===== src/rtl/zbus_io_pkg.sv =====
// Shared constants, state/target types and port decoder for the ZXiznet Z80 I/O responder.
package zbus_io_pkg;

  localparam logic [7:0] PORT_RSTINT_HI = 8'h83;
  localparam logic [7:0] PORT_WCFG_HI   = 8'h82;
  localparam logic [7:0] PORT_SLCFG_HI  = 8'h81;
  localparam logic [7:0] PORT_SLADDR_HI = 8'h80;

  localparam int RI_EINT   = 6;
  localparam int RI_SLRST  = 5;
  localparam int RI_WRST   = 4;
  localparam int RI_ENA_SL = 3;
  localparam int RI_ENA_W  = 2;

  localparam int WC_WHI_MSB = 7;
  localparam int WC_WHI_LSB = 5;
  localparam int WC_PMODE   = 4;
  localparam int WC_A0INV   = 3;

  localparam int SC_MS = 0;

  typedef enum logic [2:0] {
    ST_IDLE = 3'd0,
    ST_DEC  = 3'd1,
    ST_STB  = 3'd2,
    ST_HOLD = 3'd3,
    ST_WEND = 3'd4
  } state_t;

  typedef enum logic [2:0] {
    T_NONE   = 3'd0,
    T_RSTINT = 3'd1,
    T_WCFG   = 3'd2,
    T_SLCFG  = 3'd3,
    T_SLADDR = 3'd4,
    T_DATA   = 3'd5
  } target_t;

  function automatic target_t decode_port(input logic [15:0] addr, input logic [7:0] lo);
    target_t t;
    t = T_NONE;
    if (addr[7:0] != lo) begin
      t = T_NONE;
    end else if (!addr[15]) begin
      t = T_DATA;
    end else begin
      case (addr[15:8])
        PORT_RSTINT_HI: t = T_RSTINT;
        PORT_WCFG_HI:   t = T_WCFG;
        PORT_SLCFG_HI:  t = T_SLCFG;
        PORT_SLADDR_HI: t = T_SLADDR;
        default:        t = T_NONE;
      endcase
    end
    return t;
  endfunction

endpackage


===== src/rtl/zbus_io_sync.sv =====
// N-stage flop synchronizer with a per-bit reset value, used for bus strobes and interrupt inputs.
module zbus_io_sync #(
  parameter int               STAGES  = 2,
  parameter int               WIDTH   = 1,
  parameter logic [WIDTH-1:0] RST_VAL = {WIDTH{1'b0}}
) (
  input  logic             clk,
  input  logic             rst_n,
  input  logic [WIDTH-1:0] i_d,
  output logic [WIDTH-1:0] o_q
);

  logic [WIDTH-1:0] r_stg [STAGES];

  // shift chain; stage 0 samples the asynchronous input
  always_ff @(posedge clk or negedge rst_n) begin
    if (!rst_n) begin
      for (int i = 0; i < STAGES; i++) r_stg[i] <= RST_VAL;
    end else begin
      r_stg[0] <= i_d;
      for (int i = 1; i < STAGES; i++) r_stg[i] <= r_stg[i-1];
    end
  end

  assign o_q = r_stg[STAGES-1];

endmodule


===== src/rtl/zbus_io_responder.sv =====
// Z80 I/O-bus target for the ZXiznet CPLD: control registers, W5300/SL811 strobe timing, zd read-back, zint.
// Build option ZBUS_IO_INTSYNC_EN: two-flop synchronizer on the interrupt inputs instead of a single capture flop.
module zbus_io_responder
  import zbus_io_pkg::*;
#(
  parameter int         SYNC_STAGES = 2,
  parameter int         STB_CYCLES  = 3,
  parameter logic [7:0] PORT_LO     = 8'hAB
) (
  input  logic        clk,
  input  logic        rst_n,
  input  logic [15:0] za,
  input  logic [7:0]  zd_in,
  output logic [7:0]  zd_out,
  output logic        zd_oe,
  input  logic        ziorq_n,
  input  logic        zrd_n,
  input  logic        zwr_n,
  output logic        ziorqge,
  output logic        zint_oe,
  input  logic [7:0]  bd_in,
  output logic [7:0]  bd_out,
  output logic        bd_oe,
  output logic        brd_n,
  output logic        bwr_n,
  output logic        w5300_cs_n,
  output logic [9:0]  w5300_addr,
  output logic        w5300_rst_n,
  input  logic        w5300_int_n,
  output logic        sl811_cs_n,
  output logic        sl811_a0,
  output logic        sl811_rst_n,
  output logic        sl811_ms_n,
  input  logic        sl811_intrq,
  input  logic        usb_power
);

`ifdef ZBUS_IO_INTSYNC_EN
  localparam int INT_STAGES = 2;
`else
  localparam int INT_STAGES = 1;
`endif
  localparam logic [2:0] STB_LAST = 3'(STB_CYCLES - 1);

  logic [2:0] w_bus_s;
  logic [2:0] w_in_s;
  logic       w_act;
  logic       w_bus_idle;
  logic [1:0] w_req;
  logic       w_int;
  logic [7:0] w_rstint_rd;
  target_t    w_tgt;
  logic       w_sel_w5300;
  logic [9:0] w_waddr;

  state_t      r_state;
  logic        r_act_d;
  logic [15:0] r_addr;
  logic [7:0]  r_wdata;
  logic        r_rnw;
  logic [2:0]  r_cnt;
  logic [6:2]  r_rstint;
  logic [7:0]  r_wcfg;
  logic        r_ms;
  logic [7:0]  r_zd_out;
  logic        r_zd_oe;
  logic        r_zint_oe;
  logic [7:0]  r_bd_out;
  logic        r_bd_oe;
  logic        r_brd_n;
  logic        r_bwr_n;
  logic        r_w5300_cs_n;
  logic        r_sl811_cs_n;
  logic [9:0]  r_w5300_addr;
  logic        r_sl811_a0;

  zbus_io_sync #(.STAGES(SYNC_STAGES), .WIDTH(3), .RST_VAL(3'b111)) u_bus_sync (
    .clk   (clk),
    .rst_n (rst_n),
    .i_d   ({ziorq_n, zrd_n, zwr_n}),
    .o_q   (w_bus_s)
  );

  zbus_io_sync #(.STAGES(INT_STAGES), .WIDTH(3), .RST_VAL(3'b001)) u_in_sync (
    .clk   (clk),
    .rst_n (rst_n),
    .i_d   ({usb_power, sl811_intrq, w5300_int_n}),
    .o_q   (w_in_s)
  );

  assign w_act       = ~w_bus_s[2] & (~w_bus_s[1] | ~w_bus_s[0]);
  assign w_bus_idle  = &w_bus_s;
  assign w_req       = {w_in_s[1], ~w_in_s[0]};
  assign w_int       = |(w_req & r_rstint[RI_ENA_SL:RI_ENA_W]);
  assign w_rstint_rd = {w_int, r_rstint, w_req};
  assign w_tgt       = decode_port(r_addr, PORT_LO);
  assign w_sel_w5300 = (w_tgt == T_DATA) & r_wcfg[WC_PMODE];
  assign w_waddr     = {r_wcfg[WC_WHI_MSB:WC_WHI_LSB], r_addr[14:8]} ^ {9'd0, r_wcfg[WC_A0INV]};

  // access sequencer: decode, device strobe timing, read-back and register updates
  always_ff @(posedge clk or negedge rst_n) begin
    if (!rst_n) begin
      r_state      <= ST_IDLE;
      r_act_d      <= 1'b0;
      r_addr       <= 16'h0000;
      r_wdata      <= 8'h00;
      r_rnw        <= 1'b0;
      r_cnt        <= 3'd0;
      r_rstint     <= 5'b00000;
      r_wcfg       <= 8'h00;
      r_ms         <= 1'b0;
      r_zd_out     <= 8'h00;
      r_zd_oe      <= 1'b0;
      r_zint_oe    <= 1'b0;
      r_bd_out     <= 8'h00;
      r_bd_oe      <= 1'b0;
      r_brd_n      <= 1'b1;
      r_bwr_n      <= 1'b1;
      r_w5300_cs_n <= 1'b1;
      r_sl811_cs_n <= 1'b1;
      r_w5300_addr <= 10'h000;
      r_sl811_a0   <= 1'b0;
    end else begin
      r_act_d   <= w_act;
      r_zint_oe <= r_rstint[RI_EINT] & w_int;
      case (r_state)
        ST_IDLE: begin
          r_zd_oe <= 1'b0;
          if (w_act && !r_act_d) begin
            r_addr  <= za;
            r_wdata <= zd_in;
            r_rnw   <= ~w_bus_s[1];
            r_state <= ST_DEC;
          end
        end
        ST_DEC: begin
          case (w_tgt)
            T_NONE: r_state <= ST_WEND;
            T_SLADDR, T_DATA: begin
              r_w5300_cs_n <= ~w_sel_w5300;
              r_sl811_cs_n <= w_sel_w5300;
              if (w_sel_w5300) r_w5300_addr <= w_waddr;
              else             r_sl811_a0   <= (w_tgt == T_DATA);
              r_bd_out <= r_wdata;
              r_bd_oe  <= ~r_rnw;
              r_brd_n  <= ~r_rnw;
              r_bwr_n  <= r_rnw;
              r_cnt    <= STB_LAST;
              r_state  <= ST_STB;
            end
            T_RSTINT: begin
              if (r_rnw) r_zd_out <= w_rstint_rd;
              else       r_rstint <= r_wdata[6:2];
              r_state <= ST_HOLD;
            end
            T_WCFG: begin
              if (r_rnw) r_zd_out <= r_wcfg;
              else       r_wcfg   <= r_wdata;
              r_state <= ST_HOLD;
            end
            T_SLCFG: begin
              if (r_rnw) r_zd_out <= {6'd0, w_in_s[2], r_ms};
              else       r_ms     <= r_wdata[SC_MS];
              r_state <= ST_HOLD;
            end
            default: r_state <= ST_WEND;
          endcase
        end
        // the device access runs its full length even if the CPU lets go early
        ST_STB: begin
          if (r_cnt == 3'd0) begin
            if (r_rnw) r_zd_out <= bd_in;
            r_brd_n      <= 1'b1;
            r_bwr_n      <= 1'b1;
            r_bd_oe      <= 1'b0;
            r_w5300_cs_n <= 1'b1;
            r_sl811_cs_n <= 1'b1;
            r_state      <= ST_HOLD;
          end else begin
            r_cnt <= r_cnt - 3'd1;
          end
        end
        ST_HOLD: begin
          r_zd_oe <= r_rnw & ~w_bus_s[1];
          r_state <= ST_WEND;
        end
        ST_WEND: begin
          r_zd_oe <= r_zd_oe & ~w_bus_s[1];
          if (w_bus_idle) begin
            r_zd_oe <= 1'b0;
            r_state <= ST_IDLE;
          end
        end
        default: r_state <= ST_IDLE;
      endcase
    end
  end

  assign zd_out      = r_zd_out;
  assign zd_oe       = r_zd_oe & ~zrd_n;
  assign ziorqge     = ~ziorq_n & (decode_port(za, PORT_LO) != T_NONE);
  assign zint_oe     = r_zint_oe;
  assign bd_out      = r_bd_out;
  assign bd_oe       = r_bd_oe;
  assign brd_n       = r_brd_n;
  assign bwr_n       = r_bwr_n;
  assign w5300_cs_n  = r_w5300_cs_n;
  assign w5300_addr  = r_w5300_addr;
  assign w5300_rst_n = r_rstint[RI_WRST];
  assign sl811_cs_n  = r_sl811_cs_n;
  assign sl811_a0    = r_sl811_a0;
  assign sl811_rst_n = r_rstint[RI_SLRST];
  assign sl811_ms_n  = ~r_ms;

endmodule


===== config.mk =====
export PLATFORM = sky130hd
export DESIGN_NAME = zbus_io_responder
export DESIGN_NICKNAME = d
export VERILOG_FILES = /design/src/rtl/zbus_io_pkg.sv /design/src/rtl/zbus_io_sync.sv /design/src/rtl/zbus_io_responder.sv
export SDC_FILE = /design/constraint.sdc
export NUM_CORES = 1
export LEC_CHECK = 0
export CORE_ASPECT_RATIO = 0.9
export CORE_MARGIN = 3
export CORE_UTILIZATION = 45
export CTS_BUF_LIST = sky130_fd_sc_hd__clkbuf_16
export DETAILED_ROUTE_END_ITERATION = 7
export PLACE_DENSITY = 0.74
export SLEW_MARGIN = 0
export SYNTH_ARGS = -nofsm -noshare
export SYNTH_HDL_FRONTEND = slang
export SYNTH_SLANG_ARGS = --single-unit
export TNS_END_PERCENT = 100

===== constraint.sdc =====
create_clock -name clk -period 2.54 [get_ports clk]
set_clock_uncertainty 0.2 [all_clocks]
set_input_delay 0.508 -clock clk [delete_from_list [all_inputs] [get_ports clk]]
set_output_delay 0.508 -clock clk [all_outputs]
set_load 0.01 [all_outputs]

After elaboration in Yosys (flattened, before gate mapping)
Cells that the tools add are included.
Operators by class
  eq/ne operators: 29
  add/subtract/negate cells: 1
  reductions and logical operators: 22
  muxes and demuxes: 34
  bitwise operators: 19
Operators by type and width (count)
  $eq 8x8->1 const B: 8
  $mux 8: 5
  $mux 3: 9
  $reduce_and 3->1: 9
  $pmux 3 s4: 2
  $pmux 8 s3: 1
  $ne 8x8->1 const B: 2
  $pmux 8 s2: 1
  $pmux 3 s5: 1
  $eq 3x2->1 const B: 4
  $pmux 3 s2: 2
  $ne 2x2->1 const B: 5
  $pmux 1 s2: 5
  $xor 10x1->10: 1
  $eq 3x3->1 const B: 3
  $ne 3x3->1 const B: 3
  $not 1->1: 9
  $and 1x1->1: 7
  $mux 1: 7
  $reduce_and 7->1: 1
  $eq 3x1->1 const B: 2
  $logic_not 3->1: 2
  $reduce_bool 3->1: 2
  $ne 4x2->1 const B: 1
  other kinds (11): 13
Word-level totals
  input bits: 40
  flip-flop bits (word level): 89
  logic and storage cells: 128
  output and inout bits: 38

Longest topological paths before layout
Gate-level depths: netlist (run 1).
  depth after elaboration: 9
  depth in mapped cells: 8
  gate-level depth less buffers: 6

Hierarchy
From an unflattened synthesis (run 1), not the netlist that was laid out.
Unflattened totals
  cell total of the unflattened synthesis: 308
  area, all modules: 3824.9 um^2
By module, submodules not included
  zbus_io_responder: sequential area each 2006.9 um^2, area an instance 3568.4 um^2, times used 1, cells each 296
  zbus_io_sync (u_bus_sync): sequential area each 157.7 um^2, area an instance 180.2 um^2, times used 1, cells each 9
  zbus_io_sync (u_in_sync): sequential area each 76.3 um^2, area an instance 76.3 um^2, times used 1, cells each 3

Least setup slack after synthesis (run 1)
OpenSTA, ideal clock, no wires.
  kind: register to register
  start point: reg r_addr[13]
  end point: reg r_w5300_addr[2], in the netlist w5300_addr[2]
  period minus slack after synthesis: 2541 ps
  buffers on the path: 1
  arrival: 2216 ps
  setup slack: -1 ps
  setup time: 125 ps
  data required time: 2215 ps
  stages on the path, launching flop included: 7
  path through: dfrtp_1 or4b_1 o41ai_2 nand4_4 nor2_4 buf_12 mux2_4
On the way
  cells in the longest elaborated chain, start to end: 7
  elaborated cells between the ends (all ways): 12
  those cells by class: eq/ne (6); mux (3); bitwise (1); reduce/logical (2)
RTL lines
  from (decl): RTL line zbus_io_responder.sv:58  | logic [15:0] r_addr;
  from (signal assigned): RTL line zbus_io_responder.sv:130  | r_addr <= za;
  $eq 8x8->1: RTL line zbus_io_pkg.sv:47  | case (addr[15:8])
  $pmux 3 s4 *: RTL line zbus_io_pkg.sv:47
  $mux 3 *: RTL line zbus_io_pkg.sv:44  | end else if (!addr[15]) begin
  $mux 3 *: RTL line zbus_io_pkg.sv:42  | if (addr[7:0] != lo) begin
  $eq 3x3->1 (on tied branches): RTL line zbus_io_responder.sv:97, zbus_io_responder.sv:137
  $and 1x1->1 / $reduce_or 2->1 (equally long branches): RTL line zbus_io_responder.sv:97, zbus_io_responder.sv:137
  $reduce_and 3->1 (no source line) *
  to (signal assigned): RTL line zbus_io_responder.sv:142  | if (w_sel_w5300) r_w5300_addr <= w_waddr;
  to (decl): RTL line zbus_io_responder.sv:74  | logic [9:0] r_w5300_addr;
Mark *: on every way between the ends. The rest lies on a longest branch, timed or not.
A chain may end at the register's enable or synchronous reset.

Worst setup path in the final report (run 1)
  start point: in za[5]
  end point: out ziorqge
On the way
  cells in the longest elaborated chain, start to end: 4
RTL lines
  from (decl): RTL line zbus_io_responder.sv:12  | input logic [15:0] za,
  $ne 8x8->1: RTL line zbus_io_pkg.sv:42
  $mux 3: RTL line zbus_io_pkg.sv:42
  $reduce_bool 3->1: RTL line zbus_io_responder.sv:201  | assign ziorqge = ~ziorq_n & (decode_port(za, PORT_LO) != T_NONE);
  $and 1x1->1: RTL line zbus_io_responder.sv:201
  to (decl): RTL line zbus_io_responder.sv:19  | output logic ziorqge,
No other way between the ends.

==> results.md, run 1 <==
- Detailed Route Iter0 Violations: 172
- P_sw: 1.16 mW
- Post-synthesis sequential area ratio: 57.5%
- RSZ-0062 raised after global routing: false
- Share of power burned in registers: 46.3%
- Fillcell total: 669
- Worst Setup End Kind: primary output
- Core Area: 8220 um2
- Number of buffers created by CTS: 9
- Clock power frac: 32.8%
- Fmax: 0.406 GHz
- DP HPWL: 6.64 mm
- Max clock buf depth: 2
- Hold_ws: 0.156 ns
- Yosys reg bits: 89
- Synth area leaders: dfrtp_1, mux2_2, dfstp_2
- Share of layout cells above drive strength 1: 29.6%
- Slew margin rel.: 61.1%
- Synth unique cells: 57
- HP Class: register to register
- # rows: 31
- Final Hold Vio Count: 0
- Leak: 2.32 nW
- Io pins: 78
- Clock Latency Late Sink: 0.33 ns
- Root Buffer: clkbuf_16
- Area of the mapped netlist: 3890 um2
- Post-synth EDFFs: 0
- Power Density: 789 nW/um2
- Critical Path Source Type: primary input
- Ant diodes: 0
- Switching part of the total: 27.7%
- Max-cap violation count: 0
- Internal: 3.03 mW
- H-tree depth: 3
- CTS tree: yes
- Drt wl/cell: 17.7 um
- Gr usage total: 19.9%
- Final Core Density: 64.5%
- Yosys Warn Count: 0
- Worst Tran Pin Value: 0.582 ns
- Inst Count DP: 501
- Maximum net fanout on the critical path: 2
- Global-route wire length before repair: 15.3 mm
- Post-Route WL: 9.20 mm
- Post-synthesis area per instance: 13.2 um2
- Hold depth: 0
- Final min period: 2.46 ns
- Final #Nets: 442
- Largest area contributor in the synthesized netlist: dfrtp_1
- Final setup vio count: 0
- Die area: 9810 um2
- CP arrival: 1.75 ns
- Tcrit/Tclk final: 96.9%
- GRT Residual Overflow: 0
- Pwr Total: 4.19 mW
- Clk slew on worst S/H paths: 0.06 ns
- Final ANT Viol Nets: 0
- Via Count: 2779
- Synthesized Nets: 338
- Initial Util: 47.4%
- Main flop type after synthesis: dfrtp_1
- Die span in y: 94.3 um
- Post-synth ARST share: 100%
- Critical path required time: 1.83 ns
- Final max-slew violation count: 0
- R2R cell count: 7
- Setup CP Type: primary input to primary output
- Vias in the first global route: 2985
- Area of the multi-input gates: 1560 um2
- DRC errors left: 0
- DR vias/cell: 5.34
- Die Wd: 104 um
- Pin count of the biggest net entering global routing: 49
- Synthesis-to-layout area growth: 36.2%
- DR pass1 iterations: 4
- GP Congestion: 0.814
- # port buffers: 77
- Max rail drop VDD: 409 uV
- Initial antenna violation count: 0
- Status: complete, no violations
- Clk sink count: 89
- Register area: 2240 um2
- Logic pwr share: 21.0%
- Non-Filler Instances: 520
- Post-synth top area share: 50.1%
- Syn Inst Count: 296
critical path, stage by stage:
cell and delay, ns:
clkdlybuf4s50_1 0.47, nor4bb_1 0.27, nand4b_1 0.12, a21oi_1 0.11, dlygate4sd2_1 0.28
power by group through the flow:
stage               combinational, mW  clock (mW)  sequential, mW
floorplan                       0.544           0            1.85
detailed placement              0.847           0            1.96
global placement                0.827           0            1.94
global route                    0.960        1.47            1.97
finish                          0.877        1.37            1.94
CTS                             0.861        1.41            1.93
state kept, by name, indices dropped and copies added (netlist names), 5 cells and up:
register	count
w5300_addr	10
r_wdata	8
r_wcfg	8
bd_out	8
r_rstint	5
r_addr	16
zd_out	8
area by class of cell:
class                      instances  share of cell area (%)
inverter                          13                   0.920
timing repair buffer             104                    18.8
clock buffer                       9                    4.25
tap                              115                    2.71
clock inverter                     7                    1.65
multi-input combinational        183                    29.4
sequential                        89                    42.3
metal layers:
layer  up-vias  GRT usage (%)  part of all wire [%]
li1       1292              -                     -
met1      1396           25.7                    43
met2        77           33.2                    50
met3        14           4.40                   4.7
met4         0           7.53                   1.7
met5         -              0                     0
cells by family after synthesis:
kind of cell | Yosys count | share of synthesized area (%)
AND/OR/NAND/NOR | 76 | 12.3
multiplexers | 56 | 17.0
buffers and inverters | 24 | 3.34
AO/OA/AOI/OAI | 47 | 8.77
XOR/XNOR | 2 | 0.450
flip-flops | 89 | 57.5
adder cells (fa/ha/maj) | 2 | 0.642
timing repair:
action                                  CTS  global route
endpoints found under the setup margin    1            27
gates resized for setup                   1             6
endpoints found under the hold margin    32             0
hold buffers                              1             0
pin swaps                                 0             3
buffers inserted                          0             2
synthesized netlist by cell type, types with 3 or more instances:
cell / n
inv_1: 13
mux2_2: 46
a21oi_1: 7
nor2_1: 14
buf_2: 4
nand2_1: 11
dfrtp_1: 78
o21ai_0: 8
o31ai_1: 6
nor2b_1: 4
clkbuf_1: 3
dfstp_2: 11
nor4_1: 3
nand3_1: 14
a221oi_1: 5
mux2_4: 8
and4b_1: 4
a211oi_1: 5
nor3_1: 4
worst paths after layout:
check	from	end	slack, ns
hold reg to reg	u_bus_sync.r_stg[3]	u_bus_sync.o_q[0]	0.16
setup / recovery	za[5]	ziorqge	0.08
max in group asynchronous	rst_n	sl811_cs_n	0.95
min in group asynchronous	rst_n	r_addr[1]	0.50
hold / removal	u_bus_sync.r_stg[3]	u_bus_sync.o_q[0]	0.16
setup reg to reg	r_addr[13]	w5300_addr[1]	0.10
cell usage in the layout (no fill, tap or decap), drive strengths merged, types with 6 or more instances in the layout:
master,instances
dfrtp,78
clkdlybuf4s50,75
mux2,56
buf,27
nor2,15
inv,14
nand3,14
nand2,11
dfstp,11
clkbuf,9
o21ai,8
a21oi,8
o31ai,7
nor3,6
metrics by stage:
step	instance area (um2)	setup TNS, ns	worst slack [ns]
4_1_cts	5260	0	0.00339
3_5_place_dp	4940	-0.204	-0.204
6_report	5300	0	0.0778
5_1_grt	5300	0	0.00298
2_1_floorplan	3910	0	0.0272
3_3_place_gp	4940	-0.208	-0.208
Note: power is estimated with default switching activity, not from simulation.
==> run 2, diff against run 1 <==
--- a/config.mk
+++ b/config.mk
@@ -8,7 +8,7 @@
 export CORE_ASPECT_RATIO = 0.9
 export CORE_MARGIN = 3
 export CORE_UTILIZATION = 45
-export CTS_BUF_LIST = sky130_fd_sc_hd__clkbuf_16
+export CTS_BUF_LIST = sky130_fd_sc_hd__clkbuf_4
 export DETAILED_ROUTE_END_ITERATION = 7
 export PLACE_DENSITY = 0.74
 export SLEW_MARGIN = 0
==> run 2 against run 1 <==
  * Die area did not move
  * Clock power fell by 37%
  * Non-clock buffer count did not move
  * Power fell by 12%
  * Critical path depth rose by 1
  * Combinational power fell by 0.7%
  * Clock-buffer cell count rose by 1
  * Design area fell by 2.8%
  * Utilization fell by 1.8 points
  * Critical endpoint is now w5300_addr[0]
==> results.md, run 2 (synthesized netlist as in run 1, its figures left out) <==
- Critical Path Source Type: register
- Power Density: 712 nW/um2 (-9.8%)
- R2R cell count: 6 (-1)
- HP Class: register to register
- # rows: 31 (unchanged)
- Final max-slew violation count: 0 (unchanged)
- Setup WS post-layout: 0.0580 ns (-0.0197 ns)
- Final ANT Viol Nets: 0 (unchanged)
- Area after DPL: 4940 um2 (unchanged)
- Drt wl/cell: 17.2 um (-2.9%)
- DR pass1 iterations: 5 (+1)
- Max reg flops: 16 (unchanged)
- Die Wd: 104 um (unchanged)
- DR vias/cell: 5.35 (+0.14%)
- Post-route cell area: 5150 um2 (-2.8%)
- Area of the multi-input gates: 1560 um2 (+0.24%)
- Crit path depth: 6 (+1)
- Crit-path slowest cell: or4b_4
- Maximum net fanout on the critical path: 3 (+1)
- Root Buffer: clkbuf_4
- Critical path required time: 2.67 ns (+0.84 ns)
- Final min period: 2.48 ns (+0.0197 ns)
- Fmax: 0.403 GHz (-0.80%)
- Final #Nets: 442 (unchanged)
- Via Count: 2783 (+0.14%)
- CTS tree: yes
- Max-cap violation count: 0 (unchanged)
- Clock Latency Late Sink: 0.42 ns (+0.09 ns)
- DP HPWL: 6.64 mm (unchanged)
- Pwr Total: 3.67 mW (-12%)
- Pin count of the biggest net entering global routing: 49 (unchanged)
- Max rail drop VDD: 425 uV (+3.9%)
- DRC errors left: 0 (unchanged)
- Slew margin rel.: 63.0% (+1.9 points)
- Hold depth: 0 (unchanged)
- Global-route wire length before repair: 14.9 mm (-2.6%)
- H-tree depth: 3 (unchanged)
- Vias in the first global route: 2915 (-2.3%)
- Initial Util: 47.4% (unchanged)
- Largest Register: r_addr
- CP arrival: 2.61 ns (+0.86 ns)
- Die span in y: 94.3 um (unchanged)
- Die area: 9810 um2 (unchanged)
- Share of layout cells above drive strength 1: 29.9% (+0.25 points)
- Ant diodes: 0 (unchanged)
- Register area: 2240 um2 (unchanged)
- Final Hold Vio Count: 0 (unchanged)
- Final setup vio count: 0 (unchanged)
- Most frequent cells in the layout: dfrtp_1, clkdlybuf4s50_1, mux2_2
- Gr usage total: 19.3% (-0.63 points)
- Most common cell after layout, fill and taps aside: dfrtp_1
- Leak: 2.25 nW (-3.0%)
- Clk slew on worst S/H paths: 0.13 ns (+0.07 ns)
- Worst Setup End Kind: register
- Setup WS pre-CTS: -0.204 ns (unchanged)
- Core Area: 8220 um2 (unchanged)
- GRT Residual Overflow: 0 (unchanged)
- CP top delay family: simple AND/OR/NAND/NOR gates
- Tcrit/Tclk final: 97.7% (+0.78 points)
- Initial antenna violation count: 0 (unchanged)
- Fillcell total: 693 (+3.6%)
- Worst Tran Pin Value: 0.555 ns (-0.0268 ns)
- Synthesis-to-layout area growth: 32.3%
- Setup CP Type: register to register
- GP Congestion: 0.814 (unchanged)
- Detailed Route Iter0 Violations: 194 (+13%)
- Status: complete, no violations
- Setup TNS: 0 ns (unchanged)
- Io pins: 78 (unchanged)
- Clk sink count: 89 (unchanged)
- Max clock buf depth: 2 (unchanged)
- Final Core Density: 62.7% (-1.8 points)
- Post-Route WL: 8.93 mm (-2.9%)
- Crit path cell chain: or4b_4 -> o41ai_4 -> nand4_4 -> nor2_4 -> buf_4 -> mux2_2
- # port buffers: 77 (unchanged)
- WP buf/inv: 1 (-1)
- Crit path largest cell delay: 0.57 ns (+0.10 ns)
- Number of buffers created by CTS: 9 (unchanged)
[run 2: cell count changes in the layout (fill, tap and decap cells not counted)]
cell / before / now
clkbuf_4: 0 / 10
clkbuf_16: 9 / 0
inv_1: 14 / 13
mux2_2: 46 / 45
mux2_4: 8 / 9
[run 2: timing repair]
item,4_1_cts,5_1_grt
endpoints found under the hold margin,32,0
pin swaps,1,5
hold buffers,1,0
cloned,0,0
endpoints found under the setup margin,3,18
setup buffers,0,2
gates resized for setup,2,6
[run 2: per-layer routing]
layer	GRT usage (%)	share of wire [%]
met1	24.9	44
met2	32.8	50
met3	4.81	4.5
met5	0	0
met4	5.09	0.74
[run 2: area by class of cell]
type                    count  share of cell area, %
inverters                  13                  0.947
well taps                 115                   2.79
multi-input cells         183                   30.3
clock inverters             6                   1.63
repair buffers            104                   19.3
clock buffers              10                   1.46
flip-flops and latches     89                   43.5
[run 2: through the flow]
stage | instances | hold WS [ns]
after floorplan | 296 | 0.0124
after global placement | 501 | 0.148
after detailed placement | 501 | 0.152
after CTS | 518 | 0.166
after global routing | 520 | 0.172
final | 520 | 0.165
[run 2: report_power, final]
group	internal, mW	switching, mW	total, mW
clock	0.406	0.456	0.862
sequential	1.68	0.257	1.93
combinational	0.492	0.379	0.871
total	2.58	1.09	3.67
[run 2: worst paths after layout]
path / from / to / slack [ns]
max: r_addr[14] / w5300_addr[0] / 0.06
min: u_bus_sync.r_stg[3] / u_bus_sync.o_q[0] / 0.16
max reg2reg: r_addr[14] / w5300_addr[0] / 0.06
min reg2reg: u_bus_sync.r_stg[3] / u_bus_sync.o_q[0] / 0.16
max in group asynchronous: rst_n / sl811_cs_n / 1.05
min in group asynchronous: rst_n / r_addr[1] / 0.39
==> run 3, diff against run 2 <==
--- a/config.mk
+++ b/config.mk
@@ -10,7 +10,7 @@
 export CORE_UTILIZATION = 45
 export CTS_BUF_LIST = sky130_fd_sc_hd__clkbuf_4
 export DETAILED_ROUTE_END_ITERATION = 7
-export PLACE_DENSITY = 0.74
+export DONT_BUFFER_PORTS = 1
 export SLEW_MARGIN = 0
 export SYNTH_ARGS = -nofsm -noshare
 export SYNTH_HDL_FRONTEND = slang
==> run 3 against run 2 <==
  * Die area unchanged
  * Fmax up 2.3%
  * Hold slack worse by 0.63 ns
  * Routed wire length down 4.3%
  * Power down 8.9%
  * Sequential power about the same
  * Design area down 11%
  * Non-clock buffer count down 52
  * Sequential cell count unchanged
  * Sequential share of layout area up 5.6 points
  * First-iteration DRC count down 1.0%
  * The run now ends with hold timing left
  * Global-route usage down 0.66 points
==> results.md, run 3 (synthesized netlist as in run 1, its figures left out) <==
- Status: finished with violations
- Failing checks: hold timing
- Critical path required time: 2.71 ns (+0.04 ns)
- Worst Setup End Kind: register
- Share of layout cells above drive strength 1: 32.6% (+2.7 points)
- DRC errors left: 0 (unchanged)
- Synthesis-to-layout area growth: 17.3%
- Core Area: 8220 um2 (unchanged)
- Final Hold Vio Count: 89 (+89)
- CP arrival: 2.59 ns (-0.02 ns)
- Final Core Density: 55.5% (-7.1 points)
- # port buffers: 0 (-100%)
- Drt wl/cell: 18.3 um (+6.3%)
- GRT Residual Overflow: 0 (unchanged)
- Worst Tran Pin Value: 0.641 ns (+0.0861 ns)
- FF-to-FF End: zd_out[6]
- DP HPWL: 6.12 mm (-7.8%)
- WP buf/inv: 1 (unchanged)
- Pwr Total: 3.34 mW (-8.9%)
- CTS tree: yes
- Post-CTS Setup Bufs: 0 (unchanged)
- Die area: 9810 um2 (unchanged)
- Largest Register: r_addr
- Io pins: 78 (unchanged)
- Root Buffer: clkbuf_4
- Tcrit/Tclk final: 95.5% (-2.2 points)
- Gr usage total: 18.6% (-0.66 points)
- Die Wd: 104 um (unchanged)
- Vias in the first global route: 2657 (-8.9%)
- Power Density: 732 nW/um2 (+2.8%)
- Crit path cell chain: buf_4 -> nor4b_2 -> nand2_1 -> or4_1 -> and2_0 -> o31ai_1
- Final #Nets: 390 (-12%)
- Final ANT Viol Nets: 0 (unchanged)
- Most common cell after layout, fill and taps aside: dfrtp_1
- Setup WS post-layout: 0.115 ns (+0.0565 ns)
- Setup CP Type: register to register
- Hold_ws: -0.467 ns (-0.631 ns)
- Initial Util: 47.4% (unchanged)
- Max rail drop VDD: 436 uV (+2.5%)
- Slew margin rel.: 56.9% (-6.1 points)
- Die span in y: 94.3 um (unchanged)
- Max-cap violation count: 0 (unchanged)
- Crit path largest cell delay: 0.56 ns (about the same)
- Initial antenna violation count: 0 (unchanged)
- Crit-path slowest cell: or4_1
- Fmax: 0.412 GHz (+2.3%)
- Pin count of the biggest net entering global routing: 90 (+84%)
- Via Count: 2534 (-8.9%)
- DR pass1 iterations: 4 (-1)
- Number of buffers created by CTS: 9 (unchanged)
- Maximum net fanout on the critical path: 8 (+5)
- Clock Latency Late Sink: 0.45 ns (+0.03 ns)
- Final max-slew violation count: 0 (unchanged)
- Final min period: 2.43 ns (-0.0565 ns)
- Post-Route WL: 8.54 mm (-4.3%)
- HP Class: primary input to asynchronous set/reset pin
- # rows: 31 (unchanged)
- Max reg flops: 16 (unchanged)
- Clk slew on worst S/H paths: 0.14 ns (about the same)
- GP Congestion: 0.863 (+6.0%)
- Most frequent cells in the layout: dfrtp_1, mux2_2, dlygate4sd3_1
- Clk sink count: 89 (unchanged)
- Hold Buf Count CTS: 30 (+29)
- Detailed Route Iter0 Violations: 192 (-1.0%)
- Global-route wire length before repair: 14.1 mm (-5.4%)
- Leak: 2.03 nW (-9.9%)
- Ant diodes: 0 (unchanged)
- CP top delay family: simple AND/OR/NAND/NOR gates
- Critical Path Source Type: register
- Reg-to-reg startpoint: r_addr[15]
- R2r setup slk: 0.11 ns (+0.06 ns)
- DR vias/cell: 5.41 (+1.2%)
- Max clock buf depth: 2 (unchanged)
- R2R cell count: 6 (unchanged)
- H-tree depth: 3 (unchanged)
- Setup WS pre-CTS: 0.0241 ns (+0.228 ns)
- Final setup vio count: 0 (unchanged)
## run 3: report_power, final
group | leakage [nW] | total, mW | internal, mW | switching [mW]
logic | 0.860 | 0.723 | 0.407 | 0.316
registers | 1.10 | 1.95 | 1.68 | 0.266
clock network | 0.0655 | 0.673 | 0.200 | 0.473
## run 3: worst max-delay path by stage
stage | start | endpoint | slack [ns] | depth (start not counted)
CTS | r_addr[13] | zd_out[0] | 0.009 | 6
detailed placement | r_addr[13] | zd_out[0] | 0.02 | 6
global placement | r_addr[13] | w5300_addr[1] | 0.09 | 6
global route | r_addr[15] | zd_out[5] | -0.01 | 6
floorplan | r_addr[13] | w5300_addr[2] | 0.03 | 6
finish | r_addr[15] | zd_out[6] | 0.11 | 6
## run 3: cell type report
| cell class | count | area, um2 |
|---|---|---|
| fill | 725 | 3660 |
| sequential | 89 | 2240 |
| multi-input combinational | 183 | 1560 |
| timing repair buffer | 52 | 465 |
| tap | 115 | 144 |
| clock buffer | 9 | 67.6 |
| inverter | 13 | 48.8 |
| clock inverter | 7 | 43.8 |
## run 3: per-stage QoR
step / setup TNS [ns] / std cells / cell area, um2
after floorplan: 0 / 296 / 3910
after global placement: 0 / 422 / 4130
after detailed placement: 0 / 422 / 4130
after CTS: 0 / 468 / 4550
after global routing: -0.0262 / 468 / 4570
final: 0 / 468 / 4570
## run 3: routing by layer
layer | vias to the layer above | global-route usage, % | wire length [um]
li1 | 1189 | - | -
met1 | 1272 | 24.4 | 3840
met3 | 9 | 6.32 | 512
met5 | - | 0 | 0
met4 | 0 | 5.98 | 112
met2 | 64 | 29.3 | 4080
## run 3: what timing repair did
item                                    CTS  global route
gates resized for setup                   0             4
endpoints found under the setup margin    0            24
hold endpoints to repair                119            89
==> edit 1 (flow settings as in run 1) <==
The 5 states of `state_t` get a one-hot encoding in 5 bits.
--- a/src/rtl/zbus_io_pkg.sv
+++ b/src/rtl/zbus_io_pkg.sv
@@ -20,10 +20,10 @@
   localparam int SC_MS = 0;
 
-  typedef enum logic [2:0] {
-    ST_IDLE = 3'd0,
-    ST_DEC  = 3'd1,
-    ST_STB  = 3'd2,
-    ST_HOLD = 3'd3,
-    ST_WEND = 3'd4
+  typedef enum logic [4:0] {
+    ST_IDLE = 5'b00001,
+    ST_DEC  = 5'b00010,
+    ST_STB  = 5'b00100,
+    ST_HOLD = 5'b01000,
+    ST_WEND = 5'b10000
   } state_t;
 
Formal check against the unedited RTL: same outputs for any inputs over 10 cycles, from zero or initial values and one cycle with rst_n low; not proved beyond that.
==> edit 1 against run 1 <==
The run now ends with hold timing left. Design area fell by 0.83%. Wire length fell by 7.7%. Power fell by 4.1%. Area after synthesis barely moved. Largest cell class unchanged. Fmax fell by 1.6%. Sequential cell count rose by 2. Cell count fell by 2.7%. Setup slack got worse by 41 ps.
==> edit 1: results (changes against run 1) <==
Run status
  • Run status: finished with violations (was finished, final reports clean)
  • Failing checks: hold timing

Synthesis
  • Most common library cells after synthesis: dfrtp_1 (79), mux2_2 (55), nor2_1 (13) (was dfrtp_1 (78), mux2_2 (46), nand3_1 (14), nor2_1 (14), inv_1 (13))
  • Library cells used by synthesis: 51 (was 57)
  • Synth top area cells: dfrtp_1 (51%), mux2_2 (16%), dfstp_2 (8.1%) (was dfrtp_1 (50%), mux2_2 (13%), dfstp_2 (7.4%))
  • Yosys warning count: 0 (unchanged)
  • Sequential fraction of the synthesis area: 58.8% (was 57.5%)
  • FFs w/ async S/R, synth: 100% (unchanged)
  • Mapped Cells: 291 (was 296)
  • Syn Nets: 333 (was 338)

Setup path
  • CP delay by family, top: simple AND/OR/NAND/NOR gates (was buffers and inverters)
  • R2R setup slack: 40 ps (was 100 ps)
  • Setup crit end: r_wcfg[6]$_DFFE_PN0P_ (was ziorqge)
  • CP startpoint: r_state[3]$_DFFE_PN0P_ (was za[5])
  • Slowest cell delay on critical path: 520 ps (was 470 ps)
  • Crit Path Max Fanout: 8 (was 2)
  • Critical path data arrival time: 2520 ps (was 1750 ps)
  • Cells on worst reg2reg path: 5 (was 7)
  • Crit path max-delay cell type: or4_4 (was clkdlybuf4s50_1)

Pwr
  • Clk. pwr: 1.35 mW
  • Sw Ratio: 28.2% (was 27.7%)
  • P_leak: 2.35 nW (was 2.32 nW)
  • Power Total: 4.01 mW (was 4.19 mW)
  • Worst vdd ir: 473 µV (was 409 µV)

CTS
  • CTS clk-pin slew, worst paths: 60 ps (about the same)
  • Htree depth: 3 (unchanged)
  • PostCTS Resize Cnt: 6 (was 1)
  • Deepest clock path buffer count: 2 (unchanged)
  • Post-CTS Setup Inserts: 2 (was 0)

Layout
  • Max FFs per register: 16 (unchanged)
  • Post-Layout Cell Count: 506 (was 520)
  • ANT cells: 0 (unchanged)
  • Nets: 428 (was 442)
  • Share of cells above drive strength 1: 33.0% (was 29.6%)
  • Largest register by flop count: r_addr (unchanged)

Timing
  • WHS: -2.77 ps (was 156 ps)
  • Fin. Hold Viols: 1 (was 0)
  • Actual slew at the worst max-slew pin: 581 ps (was 582 ps)
  • Crit share post-route: 98.5% (was 96.9%)

Global routing
  • Largest net degree at the start of global routing: 92 (was 49)
  • Initial antenna violation count: 0 (unchanged)
  • Vias in the first global route: 2,736 (was 2,985)
  • First-pass GRT wire length: 13,800 µm (was 15,300 µm)
  • Total track usage: 17.8% (was 19.9%)

Route
  • DRT Pass-1 Iters: 4 (unchanged)
  • Via density: 5.27 (was 5.34)
  • Drt initial violations: 134 (was 172)
  • Final wirelength: 8500 µm (was 9200 µm)

Min path
  • Hold Path Class: input pin to asynchronous set/reset pin (was flip-flop to flip-flop)

Placed design
  • Post-Place Cells: 487 (was 501)
  • GPL Wtd Cong: 0.844 (was 0.814)
  • Dpl ws: -314 ps (was -204 ps)
  • I/O Buffers: 77 (unchanged)
  • Detailed Place HPWL: 5940 µm (was 6640 µm)

Run
  • Max-cap violation count: 0 (unchanged)
==> edit 1: kinds of logic after synthesis <==
group / share of synthesized area, %
xor gates and xnor gates: 0.450
buffers and inverters: 2.60
and+or+nand+nor: 10.1
muxes: 19.0
AOI/OAI and AO/OA: 8.45
adders and majority gates: 0.642
DFF: 58.8
==> edit 1: layout make-up <==
cell class	instances	area [µm²]
timing repair buffer	97	942
fill	675	2960
inverter	11	41.3
clock buffer	9	225
tap	115	144
sequential	91	2290
multi-input combinational	176	1530
clock inverter	7	85.1
==> edit 1: routing by layer <==
| layer | wire, µm | vias to the layer above | GRT usage (%) |
|---|---|---|---|
| met5 | 0 | - | 0 |
| met4 | 77 | 0 | 3.65 |
| met3 | 460 | 7 | 5.22 |
| met2 | 3970 | 74 | 29.2 |
| met1 | 3990 | 1328 | 23.8 |
| li1 | - | 1260 | - |
==> edit 1: how the worst min path moves through the flow <==
| stage | startpoint | end | slack (ps) |
|---|---|---|---|
| after floorplan | rst_n | bd_oe$_DFFE_PN0P_ | 10 |
| after global placement | u_bus_sync.r_stg[5]$_DFF_PN1_ | u_bus_sync.o_q[2]$_DFF_PN1_ | 150 |
| after detailed placement | u_bus_sync.r_stg[5]$_DFF_PN1_ | u_bus_sync.o_q[2]$_DFF_PN1_ | 150 |
| after CTS | rst_n | bd_out[4]$_DFFE_PN0P_ | 20 |
| after global routing | rst_n | zd_out[3]$_DFFE_PN0P_ | 40 |
| final | rst_n | zd_out[7]$_DFFE_PN0P_ | -3 |
==> edit 1: stage by stage <==
| stage | TNS (ps) | instance area, µm² |
|---|---|---|
| 2_1_floorplan | 0 | 3900 |
| 3_3_place_gp | -370 | 4900 |
| 3_5_place_dp | -500 | 4900 |
| 4_1_cts | 0 | 5240 |
| 5_1_grt | -119 | 5260 |
| 6_report | 0 | 5260 |
==> edit 2 (settings of run 1) <==
Without the edit above. `SYNC_STAGES`: 2 -> 1.
--- a/src/rtl/zbus_io_responder.sv
+++ b/src/rtl/zbus_io_responder.sv
@@ -4,5 +4,5 @@
   import zbus_io_pkg::*;
 #(
-  parameter int         SYNC_STAGES = 2,
+  parameter int         SYNC_STAGES = 1,
   parameter int         STB_CYCLES  = 3,
   parameter logic [7:0] PORT_LO     = 8'hAB
Check against the original RTL: not equivalent (a bounded check fails within 4 cycles, from zero or initial values and one cycle with rst_n low).
==> edit 2 against run 1 <==
Non-clock buffer count shrank 17. Design area down 4.5%. First-iteration DRC count decreased by 13%. Wire length is 6.9% lower. Combinational power is 14% lower. Power shrank 1.9%. Hold slack better by 120 ps. Area after synthesis down 1.0%. Setup slack improved by 67 ps. Sequential cell count fell by 3. Sequential power up 2%. Largest cell class unchanged.
==> edit 2: results (changes against run 1) <==
Placed design
  • Detailed Place HPWL: 6290 µm (was 6640 µm)
  • Post-DP Area: 0.00474 mm² (was 0.00494 mm²)
  • Dpl ws: -303 ps (was -204 ps)

Global routing
  • Total track usage: 18.5% (was 19.9%)
  • GRT met3 Usage: 3.30% (was 4.40%)
  • Met2 Resource Use GR: 30.5% (was 33.2%)
  • Grt met1 use: 24.9% (was 25.7%)
  • Largest net degree at the start of global routing: 48 (was 49)

Timing
  • Final WS setup: 145 ps (was 77.8 ps)
  • WHS: 273 ps (was 156 ps)

Synthesis
  • Sequential fraction of the synthesis area: 56.1% (was 57.5%)
  • Synth top area cells: dfrtp_1 (51%), mux2_2 (12%), dfstp_2 (5.5%) (was dfrtp_1 (50%), mux2_2 (13%), dfstp_2 (7.4%))
  • Xor/xnor share of the synthesized area: 0.454% (was 0.450%)
  • Library cells used by synthesis: 58 (was 57)
  • Syn Nets: 359 (was 338)
  • Mux contribution to synthesized area: 15.1% (was 17.0%)
  • Synthesized area per cell: 12.2 µm² (was 13.2 µm²)

Route
  • Final wirelength: 8560 µm (was 9200 µm)
  • Wire length per cell: 16.6 µm (was 17.7 µm)
  • Drt initial violations: 150 (was 172)
  • Routed vias: 2,728 (was 2,779)

Pwr
  • P_leak: 2.22 nW (was 2.32 nW)
  • Switching pwr: 1.15 mW (was 1.16 mW)
  • Worst vdd ir: 488 µV (was 409 µV)

Run status
  • Run status: finished, final reports clean (unchanged)

Layout
  • Nets: 440 (was 442)
  • Final design instance area without fill: 0.00506 mm² (was 0.00530 mm²)
  • # fillers: 678 (was 669)

Setup path
  • Worst r2r dst: bd_out[3]$_DFFE_PN0P_ (was w5300_addr[1]$_DFFE_PN0P_)
  • Critical path data arrival time: 1690 ps (was 1750 ps)
  • R2R setup slack: 230 ps (was 100 ps)

Min path
  • HP Start: bd_out[6]$_DFFE_PN0P_ (was u_bus_sync.r_stg[3]$_DFF_PN1_)
  • Worst hold stages: 2 (was 0)
## edit 2: repair_timing
action	in CTS	in global routing
resized for setup	2	2
buffers inserted	0	0
hold buffers	1	0
pin swaps	0	0
hold endpoints to repair	32	0
setup endpoints to repair	1	1
## edit 2: power by group through the flow
| stage | sequential (mW) | combinational [mW] | clock (mW) |
|---|---|---|---|
| floorplan | 1.85 | 0.586 | 0 |
| global placement | 1.98 | 0.725 | 0 |
| detailed placement | 2.00 | 0.751 | 0 |
| CTS | 1.98 | 0.763 | 1.40 |
| global route | 2.03 | 0.826 | 1.46 |
| finish | 1.98 | 0.756 | 1.37 |
## edit 2: final cells by class
cell class	count	share of cell area (%)
timing repair buffer	87	16.9
tap	115	2.84
clock buffer	9	4.45
sequential	86	42.7
clock inverter	6	1.73
inverter	6	0.445
multi-input combinational	208	31.0
## edit 2: layer usage
metal	vias to the layer above	part of all wire (%)	routed length (µm)
met5	-	0	0
met4	0	1.5	128
met3	11	3.7	319
met2	66	48	4080
met1	1358	47	4030
li1	1293	-	-
